--- config.mk ---
export PLATFORM = sky130hd
export DESIGN_NAME = addsub_pipe
export DESIGN_NICKNAME = d
export VERILOG_FILES = /design/src/rtl/addsub_pipe.sv
export SDC_FILE = /design/constraint.sdc
export NUM_CORES = 1
export LEC_CHECK = 0
export CORE_MARGIN = 4
export CORE_UTILIZATION = 47
export CTS_CLUSTER_SIZE = 25
export DETAILED_ROUTE_END_ITERATION = 6
export GPL_TIMING_DRIVEN = 0
export PLACE_DENSITY = 0.9
export SLEW_MARGIN = 20
export SYNTH_ARGS = -nofsm -noshare
export SYNTH_HDL_FRONTEND = slang
export SYNTH_SLANG_ARGS = --single-unit
--- constraint.sdc ---
create_clock -name i_clk -period 1.9 [get_ports i_clk]
set_clock_uncertainty 0.1 [all_clocks]
set_input_delay 0.38 -clock i_clk [delete_from_list [all_inputs] [get_ports i_clk]]
set_output_delay 0.38 -clock i_clk [all_outputs]
set_load 0.05 [all_outputs]
--- src/rtl/addsub_pipe.sv ---
// addsub_pipe: pipelined WIDTH-bit adder/subtractor with carry/borrow-in.
// The carry chain is cut into CHUNK-bit slices, one register stage per slice,
// so the longest combinational path is a single CHUNK-bit ripple.
// A valid/ready stream interface with a single global enable provides
// back-pressure without a skid buffer.
// Optional build macro: ADDSUB_SAT_EN -- saturate o_sum on signed overflow.
module addsub_pipe #(
    parameter int WIDTH = 8,
    parameter int CHUNK = 4
) (
    input  logic             i_clk,
    input  logic             i_rst_n,
    input  logic             i_valid,
    output logic             o_ready,
    input  logic [WIDTH-1:0] i_a,
    input  logic [WIDTH-1:0] i_b,
    input  logic             i_c,
    input  logic             i_sub,
    output logic             o_valid,
    input  logic             i_ready,
    output logic [WIDTH-1:0] o_sum,
    output logic             o_carry,
    output logic             o_ovf
);

    localparam int STAGES = WIDTH / CHUNK;
    localparam int MSB    = WIDTH - 1;

    // Pipeline enable: the whole pipe moves unless a result is stuck at the output.
    logic en_s;

    // Effective operands at the pipe entry (B and carry inverted for subtract).
    logic [WIDTH-1:0] b_eff_s;
    logic             c_eff_s;

    // Per-stage registers. Operands travel full-width alongside each beat so
    // later stages can pick their chunk; the result word fills in chunk by chunk.
    logic [STAGES-1:0] vld_r;
    logic [STAGES-1:0] cry_r;
    logic [WIDTH-1:0]  a_r   [STAGES];
    logic [WIDTH-1:0]  b_r   [STAGES];
    logic [WIDTH-1:0]  res_r [STAGES];
    logic              ovf_r;

    // Next-state values for every stage.
    logic [STAGES-1:0] vld_nx_s;
    logic [STAGES-1:0] cry_nx_s;
    logic [WIDTH-1:0]  a_nx_s   [STAGES];
    logic [WIDTH-1:0]  b_nx_s   [STAGES];
    logic [WIDTH-1:0]  res_nx_s [STAGES];
    logic              ovf_nx_s;

    // Stall control and entry operand conditioning.
    always_comb begin
        en_s    = (!vld_r[STAGES-1]) || i_ready;
        b_eff_s = i_b ^ {WIDTH{i_sub}};
        c_eff_s = i_c ^ i_sub;
    end

    // Per-stage chunk add, final-stage overflow and optional saturation.
    always_comb begin
        logic [WIDTH-1:0] src_a_s;
        logic [WIDTH-1:0] src_b_s;
        logic [WIDTH-1:0] src_res_s;
        logic             src_c_s;
        logic             src_v_s;
        logic [CHUNK:0]   part_s;
        logic [WIDTH-1:0] last_a_s;
        logic [WIDTH-1:0] last_b_s;
        int               j;

        src_a_s   = {WIDTH{1'b0}};
        src_b_s   = {WIDTH{1'b0}};
        src_res_s = {WIDTH{1'b0}};
        src_c_s   = 1'b0;
        src_v_s   = 1'b0;
        part_s    = {(CHUNK+1){1'b0}};
        last_a_s  = {WIDTH{1'b0}};
        last_b_s  = {WIDTH{1'b0}};
        j         = 0;
        vld_nx_s  = {STAGES{1'b0}};
        cry_nx_s  = {STAGES{1'b0}};
        ovf_nx_s  = 1'b0;
        for (int k = 0; k < STAGES; k++) begin
            a_nx_s[k]   = {WIDTH{1'b0}};
            b_nx_s[k]   = {WIDTH{1'b0}};
            res_nx_s[k] = {WIDTH{1'b0}};
        end

        for (int k = 0; k < STAGES; k++) begin
            j = (k > 0) ? (k - 1) : 0;
            if (k == 0) begin
                src_a_s   = i_a;
                src_b_s   = b_eff_s;
                src_c_s   = c_eff_s;
                src_res_s = {WIDTH{1'b0}};
                src_v_s   = i_valid;
            end else begin
                src_a_s   = a_r[j];
                src_b_s   = b_r[j];
                src_c_s   = cry_r[j];
                src_res_s = res_r[j];
                src_v_s   = vld_r[j];
            end
            part_s = {1'b0, src_a_s[k*CHUNK +: CHUNK]}
                   + {1'b0, src_b_s[k*CHUNK +: CHUNK]}
                   + {{CHUNK{1'b0}}, src_c_s};
            res_nx_s[k]                  = src_res_s;
            res_nx_s[k][k*CHUNK +: CHUNK] = part_s[CHUNK-1:0];
            cry_nx_s[k] = part_s[CHUNK];
            a_nx_s[k]   = src_a_s;
            b_nx_s[k]   = src_b_s;
            vld_nx_s[k] = src_v_s;
            last_a_s    = src_a_s;
            last_b_s    = src_b_s;
        end

        // Carry into the MSB is recovered as a^b^sum at that bit.
        ovf_nx_s = last_a_s[MSB] ^ last_b_s[MSB]
                 ^ res_nx_s[STAGES-1][MSB] ^ cry_nx_s[STAGES-1];

`ifdef ADDSUB_SAT_EN
        // Clamp toward the sign of A when the signed result overflows.
        if (ovf_nx_s) begin
            if (last_a_s[MSB]) begin
                res_nx_s[STAGES-1] = {1'b1, {(WIDTH-1){1'b0}}};
            end else begin
                res_nx_s[STAGES-1] = {1'b0, {(WIDTH-1){1'b1}}};
            end
        end else begin
            res_nx_s[STAGES-1] = res_nx_s[STAGES-1];
        end
`endif
    end

    // Pipeline registers: async clear, shift all stages together when enabled.
    always_ff @(posedge i_clk or negedge i_rst_n) begin
        if (!i_rst_n) begin
            vld_r <= {STAGES{1'b0}};
            cry_r <= {STAGES{1'b0}};
            ovf_r <= 1'b0;
            for (int k = 0; k < STAGES; k++) begin
                a_r[k]   <= {WIDTH{1'b0}};
                b_r[k]   <= {WIDTH{1'b0}};
                res_r[k] <= {WIDTH{1'b0}};
            end
        end else if (en_s) begin
            vld_r <= vld_nx_s;
            cry_r <= cry_nx_s;
            ovf_r <= ovf_nx_s;
            for (int k = 0; k < STAGES; k++) begin
                a_r[k]   <= a_nx_s[k];
                b_r[k]   <= b_nx_s[k];
                res_r[k] <= res_nx_s[k];
            end
        end
    end

    // Outputs come straight from the final stage registers.
    always_comb begin
        o_ready = en_s;
        o_valid = vld_r[STAGES-1];
        o_sum   = res_r[STAGES-1];
        o_carry = cry_r[STAGES-1];
        o_ovf   = ovf_r;
    end

endmodule

==> results by group, run 1 <==
Detailed routing
  • DR pass1 iterations: 4
  • Via density: 5.000
  • DRT iter0 DRCs: 6
  • Via count: 870
  • Final WL: 2.493 mm
  • Final ANT Viol Nets: 0
  • Routed wire per std cell: 14.33 microns
  • DRC violations left: 0

Pwr
  • Power Internal: 1134 uW
  • Max VDD drop: 1.142 mV
  • Switching share of power: 0.4327
  • Part of the power in registers: 0.387
  • Psw: 864.9 uW
  • PwrDens: 1164 mW/mm^2
  • Clock group share of total power: 0.122
  • Gate power share: 0.491
  • Pleak: 0.0007622 uW

Setup path
  • Kind of cell adding the most delay to the critical path: adder cells
  • CP max FO: 2
  • Crit end category: flip-flop
  • Critical Path RT: 2020 ps
  • Most used cell, CP: fa_2
  • WS Path Type: in2reg
  • Crit path max-delay cell type: fa_2
  • Crit path cell chain: dlygate4sd2_1 -> xor2_2 -> fa_2 -> fa_2 -> a21o_1 -> a21oi_2 -> a21oi_1
  • Worst EP arrival: 1980 ps
  • Worst Path Buf+Inv: 1
  • Worst setup SP type: input pin
  • CP peak stage delay: 400 ps

Clock tree
  • H-Tree Depth: 1
  • Num CTS Buffers: 3
  • Sink Count: 25
  • Root buffer cell: clkbuf_4
  • Max Buffers Root-to-Sink: 2
  • Worst skew pair latency: 320 ps
  • Clk pin slew, worst setup/hold paths: 140 ps
  • CTS tree: done

STA
  • Tmin final: 1855 ps
  • Unrepaired setup endpoints after global routing: true
  • Max-slew headroom: 0.6416
  • Pins Over Slew Limit: 0
  • Upper clock frequency limit: 0.5391 GHz
  • Final WS setup: 45.13 ps
  • Hold Slack: 278.2 ps
  • Tcrit/Tclk final: 0.9762
  • Setup violators final: 0
  • Final Hold Violating Endpoints: 0
  • Worst slew pin tran: 537.6 ps

GRT
  • Total track usage: 0.1601
  • Congestion Overflow GR: 0
  • Met1 usage: 0.1819
  • Initial antenna violation count: 0
  • Largest net degree at the start of global routing: 26
  • Vias in the first global route: 929
  • Gr busiest metal: met2
  • Global-route wire length before repair: 4.105 mm
  • Met3 Resource Use GR: 0.05616
  • GR Util met2: 0.2654

Logic synthesis
  • Async SR Flop Fraction: 1.000
  • Leading area contributor after synthesis: dfrtp_1
  • Syn_nets: 136
  • Cell variety after synth: 18
  • Count of state elements after synthesis: 25
  • Top-area cell type share of the netlist area: 0.4955
  • Most instantiated library cell after synthesis: dfrtp_1
  • Post-Synthesis Cells: 104
  • Yosys warning count: 0
  • Synth area leaders: dfrtp_1 50%, mux2_2 9.8%, fa_1 6.3%
  • Post-synth EDFFs: 0
  • Most used DFF post-synth: dfrtp_1
  • Synthesized cell area: 0.001262 sq mm
  • Commonest cells in the netlist: 25 x dfrtp_1, 11 x a21oi_1, 11 x mux2_2, 11 x nor2_1, 8 x xor2_1
  • Seq/Total Area, Yosys: 0.4955
  • Synthesized area per cell: 12.14 sq um

Finish
  • Final Net Count: 177
  • Area grow syn2layout: 35.98%
  • Ratio of cells with drive above 1 in the final layout: 0.2431
  • Fill cells: 190
  • Antenna Cells: 0

Placement
  • Placement Setup Slack: -829.7 ps
  • Post-DP HPWL: 1.889 mm
  • Port bufs: 32
  • Placer Congestion: 0.8036

Floorplan
  • Die ar.: 0.003579 sq mm
  • Placement Rows: 18
  • DIE HEIGHT: 59.83 microns
  • Initial Util: 0.5005
  • Die Wd: 59.83 microns
  • I/O Pins: 34
  • Core area: 0.002522 sq mm

Job
  • Max-Cap Viols: 0

Worst hold path
  • Hold WC Path Type: in2reg

Run status
  • Status: complete, no violations
[registers in the layout (all words and copies together) (netlist names)]
name      count
o_sum         8
a_nx_s        4
b_nx_s        4
res_nx_s      4
cry_r         2
vld_r         2
o_ovf         1
[placed cells by master, fill, tap and decap left out, types with 2 or more instances in the layout]
cell type	n
nand2_1	2
buf_2	2
clkdlybuf4s50_1	17
ha_1	6
o21ai_0	2
mux2_2	11
dlygate4sd2_1	13
a21o_1	3
buf_4	6
xor2_2	3
fa_2	3
clkbuf_4	3
a21oi_2	3
dfrtp_1	25
nor2_1	11
xnor2_1	6
a21oi_1	10
xor2_1	5
nand2b_1	3
inv_1	3
[area by class of cell]
cell class	count	area [sq um]	area share
clock buffer	3	22.52	0.01312
sequential	25	625.6	0.3644
multi-input combinational	71	631.9	0.3681
inverter	3	11.26	0.006560
timing repair buffer	37	336.6	0.1961
clock inverter	1	7.507	0.004373
tap	30	37.54	0.02187
buffer	4	43.79	0.02551
[worst reg2reg max path, stage by stage, from the launching register on]
cell       delay [ps]
dfrtp_1           420
fa_2              230
inv_1              50
fa_1              390
nand2b_1          170
o2bb2ai_1         150
xnor2_1           160
a21oi_1            80
[cells by family (layout without fill, tap and decap cells)]
kind of cell | Yosys count | after routing | share of synthesized area
simple gates | 16 | 16 | 0.05352
buf+inv | 8 | 48 | 0.03073
xor+xnor | 14 | 14 | 0.09713
flops | 25 | 25 | 0.4955
compound gates | 19 | 19 | 0.09019
mux | 12 | 12 | 0.1100
fa+ha+maj | 10 | 10 | 0.1229
[metal layers]
layer  wire length (microns)  share of wire
met1                     948           0.38
met2                    1340           0.54
met3                     134          0.054
met4                      69          0.028
met5                       0              0
[repair_timing]
| action | in CTS | in global routing |
|---|---|---|
| endpoints found under the setup margin | 16 | 4 |
| pin swaps | 3 | 1 |
| hold buffers | 0 | 1 |
| gates resized for setup | 23 | 2 |
| hold endpoints to repair | 0 | 25 |
| buffers inserted | 1 | 3 |
[power by group through the flow]
stage / Combinational (uW) / Sequential [uW] / Clock, uW
after global routing: 1050 / 799 / 272
after global placement: 998 / 779 / 0
final: 981 / 774 / 244
after detailed placement: 1020 / 795 / 0
after floorplan: 346 / 1120 / 0
after CTS: 964 / 778 / 252
[metrics by stage]
stage	cell area (sq um)	cells	TNS, ps	total power (uW)	util
5_1_grt	1717	174	-59.33	2124	0.6806
4_1_cts	1683	170	0	1994	0.6672
3_3_place_gp	1648	166	-2719	1777	0.6533
2_1_floorplan	1290	104	-216.0	1468	-
3_5_place_dp	1648	166	-2916	1818	0.6533
6_report	1717	174	0	1999	0.6806
[path summary, 6_finish.rpt]
path	slack (ps)	from	depth (start not counted)	to
hold / removal	280	i_sub	3	b_nx_s[6]
setup / recovery	50	i_b[0]	7	cry_r[0]
hold reg to reg	380	vld_r[0]	1	vld_r[1]
setup reg to reg	50	cry_r[0]	7	o_ovf
max in group asynchronous	890	i_rst_n	2	b_nx_s[4]
min in group asynchronous	450	i_rst_n	2	vld_r[1]
(Power assumes the default switching activity.)
==> run 2, diff against run 1 <==
--- a/config.mk
+++ b/config.mk
@@ -10,7 +10,7 @@
 export CTS_CLUSTER_SIZE = 25
 export DETAILED_ROUTE_END_ITERATION = 6
 export GPL_TIMING_DRIVEN = 0
-export PLACE_DENSITY = 0.9
+export PLACE_DENSITY_LB_ADDON = 0.05
 export SLEW_MARGIN = 20
 export SYNTH_ARGS = -nofsm -noshare
 export SYNTH_HDL_FRONTEND = slang
==> run 2 against run 1 <==
Net effect:
- sequential share of layout area grew 0.24 points
- non-clock buffer count down 1
- wire length decreased by 3.6%
- utilization down 0.45 points
- highest routed layer unchanged
==> results by group, run 2 (same netlist as run 1, synthesis figures left out) <==
Run status
  • Status: complete, no violations (unchanged)

Placement
  • Post-DP HPWL: 1.889 mm (about the same)
  • Placement Setup Slack: -861.0 ps (was -829.7 ps)
  • Placer Congestion: 0.7562 (was 0.8036)
  • Port bufs: 32 (unchanged)

Pwr
  • PwrDens: 1154 mW/mm^2 (was 1164 mW/mm^2)
  • Pleak: 0.0007605 uW (was 0.0007622 uW)
  • Max VDD drop: 1.087 mV (was 1.142 mV)

Setup path
  • WS Path Type: in2reg (unchanged)
  • Worst setup SP type: input pin (unchanged)
  • Most used cell, CP: fa_2 (unchanged)
  • CP peak stage delay: 440 ps (was 400 ps)
  • Critical Path RT: 2010 ps (was 2020 ps)
  • Crit path max-delay cell type: clkdlybuf4s50_1 (was fa_2)
  • CP max FO: 2 (unchanged)
  • Crit end category: flip-flop (unchanged)
  • Crit path cell chain: clkdlybuf4s50_1 -> fa_2 -> fa_2 -> a21o_1 -> a21oi_2 -> a21oi_1 (was dlygate4sd2_1 -> xor2_2 -> fa_2 -> fa_2 -> a21o_1 -> a21oi_2 -> a21oi_1)
  • Worst EP arrival: 1960 ps (was 1980 ps)

Detailed routing
  • DRT iter0 DRCs: 18 (was 6)
  • Routed wire per std cell: 13.90 microns (was 14.33 microns)
  • DRC violations left: 0 (unchanged)
  • Final WL: 2.404 mm (was 2.493 mm)
  • Via count: 888 (was 870)
  • DR pass1 iterations: 4 (unchanged)
  • Via density: 5.133 (was 5.000)
  • Final ANT Viol Nets: 0 (unchanged)

Finish
  • Largest register FFs: 8 (unchanged)
  • Antenna Cells: 0 (unchanged)
  • Area grow syn2layout: 35.08% (was 35.98%)
  • Most frequent cells in the layout: 25 x dfrtp_1, 17 x clkdlybuf4s50_1, 13 x dlygate4sd2_1 (unchanged)
  • Commonest non-fill, non-tap cell in the layout: dfrtp_1 (unchanged)
  • Final Net Count: 176 (was 177)
  • Ratio of cells with drive above 1 in the final layout: 0.2378 (was 0.2431)

Floorplan
  • Die Wd: 59.83 microns (unchanged)
  • Placement Rows: 18 (unchanged)
  • DIE HEIGHT: 59.83 microns (unchanged)
  • Core area: 0.002522 sq mm (unchanged)
  • Die ar.: 0.003579 sq mm (unchanged)
  • Initial Util: 0.5005 (unchanged)
  • I/O Pins: 34 (unchanged)

STA
  • Final WS setup: 47.64 ps (was 45.13 ps)
  • Max-slew headroom: 0.6374 (was 0.6416)
  • Upper clock frequency limit: 0.5399 GHz (was 0.5391 GHz)
  • Final Hold Violating Endpoints: 0 (unchanged)
  • Setup violators final: 0 (unchanged)
  • Worst slew pin tran: 543.9 ps (was 537.6 ps)
  • Tmin final: 1852 ps (was 1855 ps)
  • Pins Over Slew Limit: 0 (unchanged)
  • Setup TNS: 0 ps (unchanged)
  • Tcrit/Tclk final: 0.9749 (was 0.9762)

Clock tree
  • CTS tree: done (unchanged)
  • Clk pin slew, worst setup/hold paths: 130 ps (was 140 ps)
  • Max Buffers Root-to-Sink: 2 (unchanged)
  • Worst skew pair latency: 310 ps (was 320 ps)
  • Sink Count: 25 (unchanged)
  • Root buffer cell: clkbuf_4 (unchanged)
  • Num CTS Buffers: 3 (unchanged)
  • H-Tree Depth: 1 (unchanged)

Job
  • Max-Cap Viols: 0 (unchanged)

GRT
  • Initial antenna violation count: 0 (unchanged)
  • Congestion Overflow GR: 0 (unchanged)
  • Largest net degree at the start of global routing: 26 (unchanged)
  • Total track usage: 0.1524 (was 0.1601)
  • Global-route wire length before repair: 4.043 mm (was 4.105 mm)
  • Vias in the first global route: 913 (was 929)

Worst hold path
  • Hold WC Path Type: in2reg (unchanged)
-- run 2: changes by cell type in the layout (fill, tap and decap cells not counted) --
cell,change
xor2_2,-1
buf_4,-2
xor2_1,+1
buf_6,+1
fa_1,-1
clkinvlp_4,-1
fa_2,+1
clkinv_2,+1
-- run 2: worst max-delay path, delay by kind of cell --
kind | cells | cell delay [ps]
buffers and inverters | 1 | 440
adder cells (fa/ha/maj) | 2 | 770
AO/OA/AOI/OAI | 3 | 380
-- run 2: cell type report --
cell class                      instances  area, sq um
Clock buffer                            3        22.52
Sequential cell                        25        625.6
Buffer                                  4        43.79
Multi-Input combinational cell         71        626.9
Timing Repair Buffer                   36        332.8
Inverter                                3        11.26
Fill cell                             209        817.0
Tap cell                               30        37.54
Clock inverter                          1        5.005
-- run 2: routing by layer --
layer / routed length, microns / up-vias / GRT usage
met1: 1013 / 440 / 0.1925
met4: 31 / 0 / 0.04747
met5: 0 / - / 0
li1: - / 423 / -
met2: 1233 / 21 / 0.2639
met3: 124 / 4 / 0.02592
-- run 2: through the flow --
stage          power (uW)  hold slack [ps]  utilization  area [sq um]  std cells
3_3_place_gp         1781            349.7       0.6533          1648        166
3_5_place_dp         1810            347.7       0.6533          1648        166
6_report             1969            288.2       0.6761          1705        173
5_1_grt              2108            274.2       0.6761          1705        173
4_1_cts              1977            279.3       0.6647          1677        170
2_1_floorplan        1468           -15.59            -          1290        104
-- run 2: final timing paths --
check                         start          end  slack (ps)  cells after the start
min in group asynchronous   i_rst_n  res_nx_s[0]         470                      2
max in group asynchronous   i_rst_n    a_nx_s[4]         870                      2
hold / removal                i_sub    b_nx_s[4]         290                      3
setup reg to reg           cry_r[0]        o_ovf         130                      7
hold reg to reg            vld_r[0]     vld_r[1]         380                      1
setup / recovery             i_a[0]     cry_r[0]          50                      6
-- run 2: power by group --
| part | internal, uW | switching (uW) | leakage (uW) |
|---|---|---|---|
| logic | 360 | 605 | 0.000455 |
| clock network | 78.7 | 155 | 0.0000177 |
| registers | 689 | 80.5 | 0.000288 |
-- run 2: repair_timing --
| item | 4_1_cts | 5_1_grt |
|---|---|---|
| pin swaps | 6 | 2 |
| hold buffers | 0 | 1 |
| hold endpoints to repair | 0 | 25 |
| buffers inserted | 1 | 2 |
| resized for setup | 23 | 3 |
| setup endpoints to repair | 16 | 3 |
==> run 3, diff against run 2 <==
--- a/config.mk
+++ b/config.mk
@@ -5,12 +5,15 @@
 export SDC_FILE = /design/constraint.sdc
 export NUM_CORES = 1
 export LEC_CHECK = 0
+export CELL_PAD_IN_SITES_DETAIL_PLACEMENT = 1
+export CELL_PAD_IN_SITES_GLOBAL_PLACEMENT = 2
 export CORE_MARGIN = 4
-export CORE_UTILIZATION = 47
+export CORE_UTILIZATION = 30
 export CTS_CLUSTER_SIZE = 25
 export DETAILED_ROUTE_END_ITERATION = 6
 export GPL_TIMING_DRIVEN = 0
 export PLACE_DENSITY_LB_ADDON = 0.05
+export RECOVER_POWER = 100
 export SLEW_MARGIN = 20
 export SYNTH_ARGS = -nofsm -noshare
 export SYNTH_HDL_FRONTEND = slang
==> run 3 against run 2 <==
Net effect:
- non-clock buffer count shrank 2
- sequential cell count unchanged
- clock-buffer cell count is the same
==> results by group, run 3 (same netlist as run 1, synthesis figures left out) <==
STA
  • Unrepaired setup endpoints after global routing: false
  • Worst slew pin tran: 1346 ps (was 543.9 ps)
  • Final Hold Violating Endpoints: 0 (unchanged)
  • Max-slew headroom: 0.1029 (was 0.6374)
  • Setup TNS: 0 ps (unchanged)
  • Tmin final: 1850 ps (was 1852 ps)
  • Pins Over Slew Limit: 0 (unchanged)
  • Tcrit/Tclk final: 0.9735 (was 0.9749)
  • Setup violators final: 0 (unchanged)
  • Upper clock frequency limit: 0.5407 GHz (was 0.5399 GHz)

Finish
  • Final Net Count: 174 (was 176)
  • Commonest non-fill, non-tap cell in the layout: dfrtp_1 (unchanged)
  • Post-layout util: 0.4348 (was 0.6761)
  • Antenna Cells: 0 (unchanged)
  • Area grow syn2layout: 38.75% (was 35.08%)
  • Most frequent cells in the layout: 25 x dfrtp_1, 15 x clkdlybuf4s50_1, 13 x dlygate4sd2_1 (was 25 x dfrtp_1, 17 x clkdlybuf4s50_1, 13 x dlygate4sd2_1)
  • Fin cells: 191 (was 173)
  • Largest register FFs: 8 (unchanged)
  • Ratio of cells with drive above 1 in the final layout: 0.2340 (was 0.2378)
  • Design area: 0.001752 sq mm (was 0.001705 sq mm)

GRT
  • Initial antenna violation count: 0 (unchanged)
  • Congestion Overflow GR: 0 (unchanged)
  • Largest net degree at the start of global routing: 26 (unchanged)
  • Global-route wire length before repair: 4.491 mm (was 4.043 mm)
  • Vias in the first global route: 959 (was 913)
  • Total track usage: 0.1092 (was 0.1524)

Placement
  • Placer Congestion: 0.7269 (was 0.7562)
  • Post-DP HPWL: 2.011 mm (was 1.889 mm)
  • Port bufs: 32 (unchanged)
  • Placed inst area: 0.001668 sq mm (was 0.001648 sq mm)
  • Placed cells: 186 (was 166)

Setup path
  • WS Path Type: in2reg (unchanged)
  • Crit path cell chain: clkdlybuf4s15_1 -> xor2_2 -> fa_2 -> fa_2 -> a21o_1 -> a21oi_1 -> a21oi_1 (was clkdlybuf4s50_1 -> fa_2 -> fa_2 -> a21o_1 -> a21oi_2 -> a21oi_1)
  • Crit path max-delay cell type: fa_2 (was clkdlybuf4s50_1)
  • CP max FO: 2 (unchanged)
  • Worst setup SP type: input pin (unchanged)
  • Crit end category: flip-flop (unchanged)
  • Worst EP arrival: 1910 ps (was 1960 ps)
  • Reg2Reg Setup Slack: 130 ps (about the same)
  • Critical Path RT: 1960 ps (was 2010 ps)
  • CP peak stage delay: 410 ps (was 440 ps)

Floorplan
  • I/O Pins: 34 (unchanged)
  • Placement Rows: 23 (was 18)
  • Die ar.: 0.005310 sq mm (was 0.003579 sq mm)
  • Core area: 0.004029 sq mm (was 0.002522 sq mm)
  • DIE HEIGHT: 72.87 microns (was 59.83 microns)
  • Initial Util: 0.3134 (was 0.5005)
  • Die Wd: 72.87 microns (was 59.83 microns)

Detailed routing
  • Final WL: 2.563 mm (was 2.404 mm)
  • DRC violations left: 0 (unchanged)
  • Routed wire per std cell: 13.42 microns (was 13.90 microns)
  • Via density: 4.497 (was 5.133)
  • Via count: 859 (was 888)
  • Final ANT Viol Nets: 0 (unchanged)
  • DRT iter0 DRCs: 22 (was 18)
  • DR pass1 iterations: 3 (was 4)

Pwr
  • Switching share of power: 0.4141 (was 0.4271)
  • Gate power share: 0.474 (was 0.491)
  • Psw: 848.6 uW (was 840.9 uW)
  • Pleak: 0.0007819 uW (was 0.0007605 uW)
  • Part of the power in registers: 0.375 (was 0.391)
  • Power Internal: 1201 uW (was 1128 uW)
  • Clock group share of total power: 0.152 (was 0.119)
  • PwrDens: 1170 mW/mm^2 (was 1154 mW/mm^2)
  • Max VDD drop: 0.5134 mV (was 1.087 mV)

Run status
  • Status: complete, no violations (unchanged)

Clock tree
  • Root buffer cell: clkbuf_8 (was clkbuf_4)
  • Sink Count: 25 (unchanged)
  • Num CTS Buffers: 3 (unchanged)
  • H-Tree Depth: 1 (unchanged)
  • Worst skew pair latency: 270 ps (was 310 ps)
  • # hold bufs at CTS: 0 (unchanged)
  • CTS tree: done (unchanged)
  • Clk pin slew, worst setup/hold paths: 90 ps (was 130 ps)
  • Max Buffers Root-to-Sink: 2 (unchanged)

Job
  • Max-Cap Viols: 0 (unchanged)

Worst hold path
  • Hold WC Path Type: in2async (was in2reg)
-- run 3: area by class of cell --
cell class,instances,area [sq um]
Clock inverter,1,5.005
Sequential cell,25,625.6
Fill cell,449,2277
Multi-Input combinational cell,71,640.6
Timing Repair Buffer,34,320.3
Inverter,3,11.26
Tap cell,50,62.56
Clock buffer,3,41.29
Buffer,4,45.04
-- run 3: per-layer routing --
metal  vias to the layer above  routed length [microns]  GRT usage
met5                         -                        0          0
met4                         0                       10    0.02459
met3                         2                      150    0.03306
met2                        22                     1276     0.1804
met1                       419                     1126     0.1406
li1                        416                        -          -
-- run 3: what timing repair did --
item                       CTS  global route
gates resized for setup     30             6
setup endpoints to repair   17             4
buffers inserted             2             0
cloned                       0             0
pin swaps                    7             8
-- run 3: stage by stage --
stage          hold slack (ps)  total power (uW)  setup slack [ps]
2_1_floorplan           -15.59              1468            -115.5
3_3_place_gp             343.1              1795            -868.1
3_5_place_dp             306.7              1815            -905.9
4_1_cts                  8.697              2090             1.911
5_1_grt                  350.1              2186             12.48
6_report                 297.9              2049             50.38
-- run 3: power by group through the flow --
stage          sequential, uW  combinational, uW  clock (uW)
6_report                  768                971         311
5_1_grt                   790               1040         353
4_1_cts                   770                986         334
3_5_place_dp              783               1030           0
3_3_place_gp              778               1020           0
2_1_floorplan            1120                346           0
-- run 3: path summary, 6_finish.rpt --
kind / start / endpoint / cells after the start
max: i_b[0] / cry_r[0] / 7
min in group i_clk: i_sub / b_nx_s[6] / 3
max reg2reg: cry_r[0] / o_ovf / 7
min: i_rst_n / cry_r[0] / 1
max in group asynchronous: i_rst_n / o_sum[5] / 1
min reg2reg: vld_r[0] / vld_r[1] / 1
-- run 3: critical path, delay by kind of cell --
family                   cells  cell delay, ps
XOR/XNOR                     1             160
AO/OA/AOI/OAI                3             390
adder cells (fa/ha/maj)      2             780
buffers and inverters        1             190
